==> config.mk <==
export PLATFORM = sky130hd
export DESIGN_NAME = glyph_blit_ctrl
export DESIGN_NICKNAME = d
export VERILOG_FILES = /design/src/rtl/glyph_blit_ctrl.sv
export SDC_FILE = /design/constraint.sdc
export NUM_CORES = 1
export LEC_CHECK = 0
export CAP_MARGIN = 5
export CORE_MARGIN = 4
export CORE_UTILIZATION = 53
export DETAILED_ROUTE_END_ITERATION = 8
export GPL_ROUTABILITY_DRIVEN = 0
export GPL_TIMING_DRIVEN = 0
export PLACE_DENSITY = 0.9
export SLEW_MARGIN = 20
export SYNTH_ARGS = -nofsm -noshare
export SYNTH_HDL_FRONTEND = slang
export SYNTH_SLANG_ARGS = --single-unit
export TNS_END_PERCENT = 5
==> constraint.sdc <==
create_clock -name clock -period 4.2 [get_ports clock]
set_clock_uncertainty 0.1 [all_clocks]
set_input_delay 0.42 -clock clock [delete_from_list [all_inputs] [get_ports clock]]
set_output_delay 0.42 -clock clock [all_outputs]
set_load 0.05 [all_outputs]
==> src/rtl/glyph_blit_ctrl.sv <==
// Glyph blitter: walks an 8x16 one-bit glyph ROM (1-cycle registered read) and emits
// coloured pixel beats at (org_x+col, org_y+row). Optional build macro: TRANSPARENT_BG_EN.
module glyph_blit_ctrl #(
  parameter int GLYPH_W = 8,
  parameter int GLYPH_H = 16,
  parameter int ADDR_W  = 7,
  parameter int SEL_W   = 4,
  parameter int X_W     = 9,
  parameter int Y_W     = 9,
  parameter int COLOR_W = 16
) (
  input  logic               clock,
  input  logic               rst_n,
  input  logic               start,
  input  logic [SEL_W-1:0]   glyph_sel,
  input  logic [X_W-1:0]     org_x,
  input  logic [Y_W-1:0]     org_y,
  input  logic [COLOR_W-1:0] fg_color,
  input  logic [COLOR_W-1:0] bg_color,
  input  logic               abort,
  output logic [SEL_W-1:0]   rom_sel,
  output logic [ADDR_W-1:0]  rom_addr,
  input  logic               rom_q,
  output logic               pix_valid,
  input  logic               pix_ready,
  output logic [X_W-1:0]     pix_x,
  output logic [Y_W-1:0]     pix_y,
  output logic [COLOR_W-1:0] pix_color,
  output logic               busy,
  output logic               done
);

  localparam int CW = (GLYPH_W > 1) ? $clog2(GLYPH_W) : 1;
  localparam int RW = (GLYPH_H > 1) ? $clog2(GLYPH_H) : 1;

  typedef enum logic [1:0] {IDLE, FETCH, EMIT, FIN} state_t;

  state_t             state;
  logic [CW-1:0]      col;
  logic [RW-1:0]      row;
  logic [X_W-1:0]     ox;
  logic [COLOR_W-1:0] fg;
  logic               emit_q;
  logic               step;
  logic               last;

  assign last = (col == CW'(GLYPH_W-1)) && (row == RW'(GLYPH_H-1));

  // rom_addr is held through a stall, so rom_q (and the colour derived from it)
  // stays stable without a separate data register.
`ifdef TRANSPARENT_BG_EN
  logic unused_bg;
  assign unused_bg = ^bg_color;
  assign pix_valid = emit_q & rom_q;
  assign step      = emit_q & (pix_ready | ~rom_q);
  assign pix_color = pix_valid ? fg : '0;
`else
  logic [COLOR_W-1:0] bg;
  assign pix_valid = emit_q;
  assign step      = emit_q & pix_ready;
  assign pix_color = pix_valid ? (rom_q ? fg : bg) : '0;
`endif

  always_ff @(posedge clock or negedge rst_n) begin
    if (!rst_n) begin
      state    <= IDLE;
      col      <= '0;
      row      <= '0;
      ox       <= '0;
      fg       <= '0;
`ifndef TRANSPARENT_BG_EN
      bg       <= '0;
`endif
      emit_q   <= 1'b0;
      rom_sel  <= '0;
      rom_addr <= '0;
      pix_x    <= '0;
      pix_y    <= '0;
      busy     <= 1'b0;
      done     <= 1'b0;
    end else begin
      done <= 1'b0;
      // abort wins over a same-cycle handshake: that beat never counts
      if (abort && state != IDLE) begin
        state    <= IDLE;
        emit_q   <= 1'b0;
        busy     <= 1'b0;
        col      <= '0;
        row      <= '0;
        rom_addr <= '0;
      end else begin
        case (state)
          IDLE: if (start) begin
            state    <= FETCH;
            busy     <= 1'b1;
            col      <= '0;
            row      <= '0;
            rom_addr <= '0;
            rom_sel  <= glyph_sel;
            ox       <= org_x;
            pix_x    <= org_x;
            pix_y    <= org_y;
            fg       <= fg_color;
`ifndef TRANSPARENT_BG_EN
            bg       <= bg_color;
`endif
          end
          FETCH: begin
            state  <= EMIT;
            emit_q <= 1'b1;
          end
          EMIT: if (step) begin
            emit_q <= 1'b0;
            if (last) begin
              state <= FIN;
              busy  <= 1'b0;
              done  <= 1'b1;
            end else begin
              state    <= FETCH;
              rom_addr <= rom_addr + 1'b1;
              if (col == CW'(GLYPH_W-1)) begin
                col   <= '0;
                row   <= row + 1'b1;
                pix_x <= ox;
                pix_y <= pix_y + 1'b1;
              end else begin
                col   <= col + 1'b1;
                pix_x <= pix_x + 1'b1;
              end
            end
          end
          FIN:     state <= IDLE;
          default: state <= IDLE;
        endcase
      end
    end
  end

endmodule

; ---- Word-level counts from Yosys, hierarchy flattened
; Cells that the tools add are included.
[word_totals]
register_bits = 82
word_cells = 95
out_inout_bits = 48
[op_classes]
muxes = 46
n_eq_ne = 14
bitwise_logic = 2
reduce_logical = 15
addsub = 5
[op_table]
columns = operator, n
row1 = 9-bit two-way mux, 8
row2 = 9-bit case mux with 2 select lines, 2
row3 = 16-bit two-way mux, 2
row4 = 7-bit two-way mux, 4
row5 = 4-bit two-way mux, 5
row6 = 9-bit by 1-bit adder with 9-bit output (second input constant), 2
row7 = 3-bit two-way mux, 5
row8 = 3-bit inequality test (second input constant), 5
row9 = 7-bit case mux with 2 select lines, 1
row10 = 1-bit two-way mux, 10
row11 = 5-bit AND reduction, 2
row12 = 2-bit two-way mux, 4
row13 = 2-bit inequality test (second input constant), 4
row14 = 2-bit case mux with 4 select lines, 1
row15 = 4-bit case mux with 2 select lines, 1
row16 = 4-bit AND reduction, 2
row17 = 7-bit by 1-bit adder with 7-bit output (second input constant), 1
row18 = 3-bit case mux with 2 select lines, 1
row19 = 6-bit AND reduction, 1
row20 = 3-bit nonzero test, 2
row21 = 4-bit by 1-bit adder with 4-bit output (second input constant), 1
row22 = 2-bit == test (second input constant), 2
row23 = 4-bit == test (second input constant), 1
row24 = 1-bit case mux with 2 select lines, 2
row25 = other kinds (10), 13

; ---- Logic depth before layout (Yosys ltp)
; Gate-level depths: netlist (run 1).
[logic_depth]
ltp_word = 6
mapped_depth = 8
depth_no_buf = 7

; ---- Worst setup path after synthesis (run 1)
; No wires, ideal clock.
[synth_timing]
kind = reg-to-output
startpoint = register emit_q (netlist: pix_valid)
endpoint = output pix_color[10]
setup_slack_ns = 1.834
n_path_buf = 2
arrival_ns = 1.846
stages_incl_launch_ff = 5
required_time_ns = 3.680
path_cell_list = dfrtp_1 inv_1 clkbuf_1 clkbuf_1 nor2_1
[synth_between]
elab_chain_cells = 1
[synth_lines]
columns = element, line_no
row1 = from (decl), 43  ; logic emit_q;
row2 = from (signal assigned), 74  ; emit_q <= 1'b0;
row3 = from (signal assigned), 86  ; emit_q <= 1'b0;
row4 = from (signal assigned), 110  ; emit_q <= 1'b1;
row5 = 16-bit two-way mux, 61  ; assign pix_color = pix_valid ? (rom_q ? fg : bg) : '0;
row6 = to (decl), 28  ; output logic [COLOR_W-1:0] pix_color,
; Every way passes these cells.

; ---- Worst setup path after layout (run 1)
[layout_timing]
startpoint = register emit_q (netlist: pix_valid)
endpoint = output pix_color[5]
; The elaborated chain is that of the path after synthesis.

==> impl_metrics.ini, run 1 <==
[placed_design]
portBuffers = 105
hpwlAfterDp_um = 8590

[route]
ant_nets = 0
dr.pass1.iters = 5
wirelength_um = 11800
drc = 0
via_per_inst = 5.74
vias = 4084
drt_iter0_drc = 318
wire_per_inst_um = 16.5

[timing]
timing.fmax_mhz = 324
rsz0062_at_grt = false
period_needed_ns = 3.08
setup_viol = 0
slew_viol_final = 0
slew_headroom = 0.631
finalCritPeriodShare = 0.734
worst_slew_pin_slew_ns = 0.553
hold_violations = 0

[clock_tree]
clockRootBuffer = clkbuf_8
cts_buffers = 9
cts_sinks = 82
clk_path_buf_depth = 2
post_cts.repair.setup_buffers = 0
cts.repair.resized = 0
clkLatencyLatePin_ns = 0.36
clk_pin_slew_ns = 0.09
htreeDepth = 3
cts_tree = yes

[finish]
drive_above_1_share = 0.0686
nets = 673
antenna_cells = 0
final_core_util = 0.752
area_growth_pct = 34.8

[floorplan]
start_util = 0.558
io_pins = 108
die_h_um = 96.3
die_area_um2 = 9280
fp-row-count = 31
fp.dieW_um = 96.3
core_area_um2 = 7410

[synthesis]
ys_ff_latch = 82
synth_top_cells_by_count = nand2_1 (173), dfrtp_1 (82), nor2_1 (39)
syn_avg_cell_area_um2 = 8.46
synth_area_leaders = dfrtp_1 (50%), nand2_1 (16%), mux2i_1 (5.1%)
ys.flop_type = dfrtp_1
synth_cell_types = 45
synth_top_area_frac = 0.496
synth.largest_area_cell = dfrtp_1
synth_area_um2 = 4140
syn_inst = 489
yosys_warnings = 0
synth-edff-count = 0
synthArstFlopShare = 1.00
yosysSeqAreaShare = 0.496
yosysMostFrequentCell = nand2_1
synth_nets = 555

[worst_hold_path]
worstHoldStart = abort
hold_depth = 2
worst_hold_path.endpoint = state[1]
hold_class = in2reg

[setup_path]
r2r-end = pix_x[5]
worst_r2r_startpoint = col[0]
worst_r2r_path_depth = 7
crit_arrival_ns = 2.56
crit_path_max_fanout = 10
rrSetupSlack_ns = 2.00
worst_ep_required_time_ns = 3.68
worstSetupStartpointType = flip-flop
critical_path.endpoint_type = primary output
critPathKind = reg2out

[global_route]
grt_antenna_before_repair = 0
grt_max_degree = 51
grt-ovfl-total = 0
grt_pass1_vias = 4030
grt_pass1_wl_um = 18900
grt.total_usage = 0.266

[run_status]
outcome = completed

[power]
p_per_area_nw_per_um2 = 553
ir_drop_mv = 0.357
power.total_w = 0.00308
p_leak_nw = 2.57

[run]
drv_cap = 0
[flip-flops by register name, summed over array words and instances, names as in the netlist]
signal,count
rom_addr,7
ox,9
fg,16
row,4
state,2
pix_valid,1
pix_x,9
done,1
pix_y,9
busy,1
bg,16
rom_sel,4
col,3
[cell families (layout without fill, tap and decap cells)]
group                    Yosys count  count (layout)  share of synthesized area
AND/OR/NAND/NOR                  266             266                      0.274
XOR/XNOR                           6               6                     0.0127
adder cells (fa/ha/maj)            6               6                     0.0181
flip-flops                        82              82                      0.496
AO/OA/AOI/OAI                     74              74                      0.110
multiplexers                      21              21                     0.0508
buffers and inverters             34             157                     0.0390
[cell usage in the layout (no fill, tap or decap), types with 3 or more instances in the layout]
| master | count |
|---|---|
| o22ai_1 | 5 |
| nor3_1 | 5 |
| and3_1 | 4 |
| o21a_1 | 3 |
| ha_1 | 6 |
| inv_1 | 7 |
| buf_2 | 15 |
| o31ai_1 | 3 |
| nand2b_1 | 3 |
| xnor2_1 | 4 |
| nand3_1 | 19 |
| and2_1 | 3 |
| nor2_1 | 39 |
| clkbuf_1 | 10 |
| clkdlybuf4s50_1 | 104 |
| nor4_1 | 4 |
| o21ai_1 | 4 |
| a21oi_1 | 18 |
| nand2_1 | 173 |
| clkbuf_8 | 10 |
| nand4_1 | 6 |
| mux2i_1 | 21 |
| a31oi_1 | 5 |
| o21ai_0 | 23 |
| dfrtp_1 | 82 |
[worst max-delay path, stage by stage, from the launching register on]
cell,delay [ns]
dfrtp_1,0.42
inv_1,0.08
clkbuf_1,0.39
clkbuf_1,0.44
nor2_1,0.13
clkdlybuf4s50_1,0.73
[metal layers]
layer / share of wire / track usage / up-vias
li1: - / - / 1880
met1: 0.39 / 0.334 / 1932
met2: 0.51 / 0.458 / 230
met3: 0.077 / 0.0375 / 42
met4: 0.029 / 0.112 / 0
met5: 0 / 0 / -
[layout make-up]
| class | instances | area [um2] |
|---|---|---|
| sequential | 82 | 2050 |
| clock buffer | 10 | 138 |
| clock inverter | 6 | 90.1 |
| fill | 519 | 1830 |
| inverter | 7 | 26.3 |
| buffer | 27 | 135 |
| multi-input combinational | 373 | 1920 |
| tap | 99 | 124 |
| timing repair buffer | 107 | 1090 |
[per-stage QoR]
| stage | setup TNS [ns] | std cells | hold WS [ns] | cell area, um2 | setup WS [ns] |
|---|---|---|---|---|---|
| 4_1_cts | 0 | 711 | 0.142 | 5570 | 1.15 |
| 2_1_floorplan | 0 | 489 | 0.0244 | 4140 | 1.83 |
| 6_report | 0 | 711 | 0.148 | 5570 | 1.12 |
| 3_3_place_gp | -18.92 | 693 | 0.357 | 5310 | -0.237 |
| 5_1_grt | 0 | 711 | 0.150 | 5570 | 1.05 |
| 3_5_place_dp | 0 | 694 | 0.299 | 5340 | 1.56 |
[where the power goes]
group,internal [W],switching [W],total (W)
combinational,0.000447,0.000832,0.00128
clock,0.000352,0.000297,0.000649
sequential,0.000974,0.000178,0.00115
[how the worst max path moves through the flow]
stage / end / startpoint
finish: pix_color[5] / pix_valid
global route: pix_color[14] / pix_valid
CTS: pix_color[8] / pix_valid
detailed placement: pix_color[8] / pix_valid
global placement: bg[8] / rst_n
floorplan: pix_color[10] / pix_valid
[repair_timing]
item / in CTS / in global routing
hold endpoints to repair: 32 / 0
setup endpoints to repair: 0 / 0
hold buffers: 1 / 0
(Power assumes the default switching activity.)
==> run 2, diff against run 1 <==
- CORE_UTILIZATION: 53 -> 44
- PLACE_DENSITY: 0.9 -> 0.8
- clock period: 4.2 -> 2.7 ns (I/O delays scaled with it)
==> run 2 against run 1 <==
Hold slack worse by 0.13 ns. Global-route usage down 5.8 points. Final area decreased by 0.61%. Sequential power increased by 55%. First-iteration DRC count decreased by 35%. Combinational power grew 54%. Die area grew 19%. Critical endpoint is now pix_color[0]. Routed wire length shrank 3.0%. Worst setup slack worse by 0.96 ns. Flip-flop and latch count unchanged. Largest cell class unchanged. Count of clock-buffer cells in the layout stayed put.
==> impl_metrics.ini, run 2 (synthesis gave the netlist of run 1 again) <==
[run_status]
outcome = completed

[timing]
setup_viol = 0
whs_ns = 0.0147
period_needed_ns = 2.54
slew_headroom = 0.564
hold_violations = 0
timing.fmax_mhz = 394
slew_viol_final = 0
rsz0062_at_grt = false
postLayoutSetupSlackWorst_ns = 0.160
worst_slew_pin_slew_ns = 0.653
finalCritPeriodShare = 0.941

[clock_tree]
clk_pin_slew_ns = 0.09
cts_tree = yes
clkLatencyLatePin_ns = 0.35
cts.repair.resized = 0
cts_buffers = 9
htreeDepth = 3
clockRootBuffer = clkbuf_8
clk_path_buf_depth = 2
cts_sinks = 82

[global_route]
grt.total_usage = 0.208
grt_pass1_wl_um = 18800
grt_max_degree = 54
grt_antenna_before_repair = 0
grt-ovfl-total = 0
grt_pass1_vias = 3922

[floorplan]
start_util = 0.450
io_pins = 108
fp.dieW_um = 105
fp-row-count = 35
die_h_um = 105
die_area_um2 = 11000
core_area_um2 = 9200

[finish]
nets = 671
final_common_cell = nand2_1
layout_common_cells = nand2_1 (173), clkdlybuf4s50_1 (104), dfrtp_1 (82)
antenna_cells = 0
final_core_util = 0.602
drive_above_1_share = 0.0689
area_growth_pct = 33.9
top_regs = bg x16, fg x16

[placed_design]
hpwlAfterDp_um = 8370
dp_slack_ns = 0.186
portBuffers = 105

[route]
dr.pass1.iters = 5
drc = 0
wire_per_inst_um = 15.8
via_per_inst = 5.43
ant_nets = 0
vias = 3918
drt_iter0_drc = 206
wirelength_um = 11400

[power]
ir_drop_mv = 0.501
p_per_area_nw_per_um2 = 829
power_frac_comb = 0.428
pwr-share-seq = 0.388
p_int_w = 0.00257
p_sw_frac = 0.440
p_switching_w = 0.00202
p_leak_nw = 2.54
pwr-share-clk = 0.185
power.total_w = 0.00459

[setup_path]
critical_path.endpoint_type = primary output
critPathKind = reg2out
worst_ep_required_time_ns = 2.33
crit_arrival_ns = 2.17
crit_path_max_fanout = 20
worstSetupStartpointType = flip-flop

[run]
drv_cap = 0

[worst_hold_path]
hold_class = in2reg
-- run 2: changes by cell type in the layout (fill, tap and decap cells not counted), sizes merged --
cell      previous run  this run
clkinv               3         1
bufinv               2         0
clkbuf              20        18
clkinvlp             1         3
inv                  7         9
-- run 2: path summary, 6_finish.rpt --
kind                                 from           end  slack (ns)  depth (start not counted)
worst max-delay path            pix_valid  pix_color[0]        0.16                          3
worst min-delay path                abort      state[1]        0.01                          2
worst max register to register     col[0]      pix_x[5]        0.56                          7
worst min register to register      fg[2]         fg[2]        0.38                          2
max in group asynchronous           rst_n         fg[1]        1.61                          3
min in group asynchronous           rst_n   rom_addr[6]        0.29                          2
-- run 2: layout make-up --
type | instances | area [um2]
buffer | 25 | 128
clock buffer | 10 | 138
clock inverter | 6 | 48.8
fill | 821 | 3660
inverter | 7 | 26.3
multi-input combinational | 373 | 1920
sequential | 82 | 2050
tap | 111 | 139
timing repair buffer | 107 | 1090
-- run 2: critical path: stages (launching register included) --
cell and delay, ns:
dfrtp_1 0.43, inv_1 0.50, nor2_1 0.14, clkdlybuf4s50_1 0.73
-- run 2: power groups by stage --
stage                     Sequential [W]  Combinational [W]  Clock [W]
after global routing             0.00182            0.00211   0.000916
after floorplan                  0.00216           0.000886          0
after global placement           0.00177            0.00193          0
after detailed placement         0.00179            0.00197          0
final                            0.00178            0.00197   0.000849
after CTS                        0.00177            0.00198   0.000868
-- run 2: per-stage QoR --
stage                     cell area, um2  setup TNS, ns  instances
after floorplan                     4140              0        489
after global placement              5330        -136.38        705
after detailed placement            5350              0        706
after CTS                           5540              0        721
after global routing                5540              0        721
final                               5540              0        721
-- run 2: layer usage --
layer / up-vias / part of all wire / GRT usage
met1: 1869 / 0.43 / 0.271
met5: - / 0 / 0
met2: 154 / 0.48 / 0.345
li1: 1868 / - / -
met3: 27 / 0.065 / 0.0334
met4: 0 / 0.023 / 0.0853
-- run 2: timing repair --
item | in CTS | in global routing
endpoints found under the setup margin | 10 | 0
hold endpoints to repair | 29 | 0
buffers inserted | 0 | 0
hold buffers | 1 | 0
==> run 3, diff against run 2 <==
- CORE_MARGIN: 4 -> 3
==> run 3 against run 2 <==
Final cell count shrank 0.14%. Largest power group unchanged. First-iteration DRC count grew 22%. Count of clock-buffer cells in the layout is the same. Final area grew 1.1%. Global-route usage grew 0.94 points. Combinational power is essentially flat. Worst setup slack gained 0.13 ns. Flip-flop and latch count is the same. Utilization grew 2.4 points. Routed wire length shrank 1.7%. Hold slack lost 0.0044 ns.
==> impl_metrics.ini, run 3 (synthesis gave the netlist of run 1 again) <==
[clock_tree]
cts_buffers = 9
cts_sinks = 82
clk_path_buf_depth = 2
htreeDepth = 3
clk_pin_slew_ns = 0.09
clkLatencyLatePin_ns = 0.35
clockRootBuffer = clkbuf_8
cts_tree = yes

[floorplan]
io_pins = 108
start_util = 0.463
die_h_um = 103
fp.dieW_um = 103
die_area_um2 = 10600
fp-row-count = 34
core_area_um2 = 8930

[global_route]
grt_pass1_wl_um = 18100
grt_max_degree = 52
grt-ovfl-total = 0
grt.total_usage = 0.217
grt_pass1_vias = 3705
grt_antenna_before_repair = 0

[timing]
slew_headroom = 0.610
period_needed_ns = 2.41
postLayoutSetupSlackWorst_ns = 0.286
finalCritPeriodShare = 0.894
worst_slew_pin_slew_ns = 0.584
slew_viol_final = 0
hold_violations = 0
tns_ns = 0
rsz0062_at_grt = false
timing.fmax_mhz = 414
setup_viol = 0

[finish]
top_regs = bg x16, fg x16
final_common_cell = nand2_1
antenna_cells = 0
layout_common_cells = nand2_1 (173), clkdlybuf4s50_1 (94), dfrtp_1 (82)
area_growth_pct = 35.4
drive_above_1_share = 0.0703
nets = 673

[route]
ant_nets = 0
via_per_inst = 5.43
wire_per_inst_um = 15.6
drc = 0
dr.pass1.iters = 5
drt_iter0_drc = 251
vias = 3908
wirelength_um = 11200

[worst_hold_path]
worst_hold_path.endpoint = state[1]
hold_class = in2reg
hold_depth = 2
worstHoldStart = abort

[power]
p_sw_frac = 0.422
p_switching_w = 0.00200
ir_drop_mv = 0.502
p_leak_nw = 2.72
pwr-share-clk = 0.210
p_int_w = 0.00273
pwr-share-seq = 0.375
power_frac_comb = 0.415
p_per_area_nw_per_um2 = 845

[setup_path]
r2r-end = pix_x[5]
crit_arrival_ns = 2.04
critPathKind = reg2out
worst_r2r_path_depth = 8
worstSetupStartpointType = flip-flop
worst_ep_required_time_ns = 2.33
critical_path.endpoint_type = primary output
rrSetupSlack_ns = 0.57
worst_r2r_startpoint = col[0]
crit_path_max_fanout = 10

[placed_design]
hpwlAfterDp_um = 8130
portBuffers = 105
dp_slack_ns = 0.157

[run_status]
outcome = completed

[run]
drv_cap = 0
[run 3: cell count changes in the layout (fill, tap and decap cells not counted)]
| cell | previous run | this run |
|---|---|---|
| clkbuf_1 | 8 | 9 |
| clkbuf_2 | 0 | 2 |
| bufinv_16 | 0 | 2 |
| dlygate4sd2_1 | 0 | 1 |
| dlymetal6s2s_1 | 0 | 9 |
| clkdlybuf4s50_1 | 104 | 94 |
| clkbuf_8 | 10 | 9 |
| inv_6 | 2 | 1 |
| clkinvlp_4 | 3 | 1 |
| clkinv_2 | 0 | 1 |
[run 3: through the flow]
stage                     cell area (um2)  instances  power [W]  hold WS, ns  utilization
final                                5600        720    0.00473       0.0104        0.627
after global routing                 5600        720    0.00500       0.0162        0.627
after CTS                            5580        720    0.00475      0.00430        0.624
after detailed placement             5350        703    0.00376        0.154        0.599
after global placement               5320        702    0.00370        0.356        0.596
after floorplan                      4140        489    0.00304       -0.126            -
[run 3: cell type report]
class | count | area, um2
repair buffers | 107 | 1110
inverters | 7 | 26.3
clock buffers | 10 | 128
multi-input cells | 373 | 1920
fillers | 776 | 3330
well taps | 108 | 135
plain buffers | 27 | 138
flip-flops and latches | 82 | 2050
clock inverters | 6 | 90.1
[run 3: power groups by stage]
stage	Sequential [W]	Combinational, W	Clock [W]
2_1_floorplan	0.00216	0.000886	0
3_3_place_gp	0.00178	0.00193	0
3_5_place_dp	0.00179	0.00197	0
4_1_cts	0.00177	0.00197	0.00101
5_1_grt	0.00182	0.00212	0.00106
6_report	0.00178	0.00196	0.000993
[run 3: critical path, cell delays in order, from the launching register on]
cell and delay (ns):
dfrtp_1 0.41, inv_1 0.07, clkbuf_2 0.20, nor2_1 0.17, clkdlybuf4s50_1 0.83
[run 3: how the worst max path moves through the flow]
stage               from            end  depth (start not counted)
2_1_floorplan  pix_valid  pix_color[10]                          4
5_1_grt        pix_valid   pix_color[6]                          5
3_5_place_dp   pix_valid  pix_color[13]                          5
3_3_place_gp       rst_n     rom_sel[3]                          1
4_1_cts        pix_valid  pix_color[13]                          5
6_report       pix_valid   pix_color[1]                          4
[run 3: repair_timing]
item,CTS,global route
hold buffers,1,0
setup buffers,0,0
gates resized for setup,3,9
setup endpoints to repair,10,9
endpoints found under the hold margin,31,0
[run 3: metal layers]
metal / up-vias / track usage / wire, um
met2: 158 / 0.350 / 5360
met3: 19 / 0.0311 / 694
met1: 1856 / 0.304 / 4960
met5: - / 0 / 0
li1: 1875 / - / -
met4: 0 / 0.0677 / 197
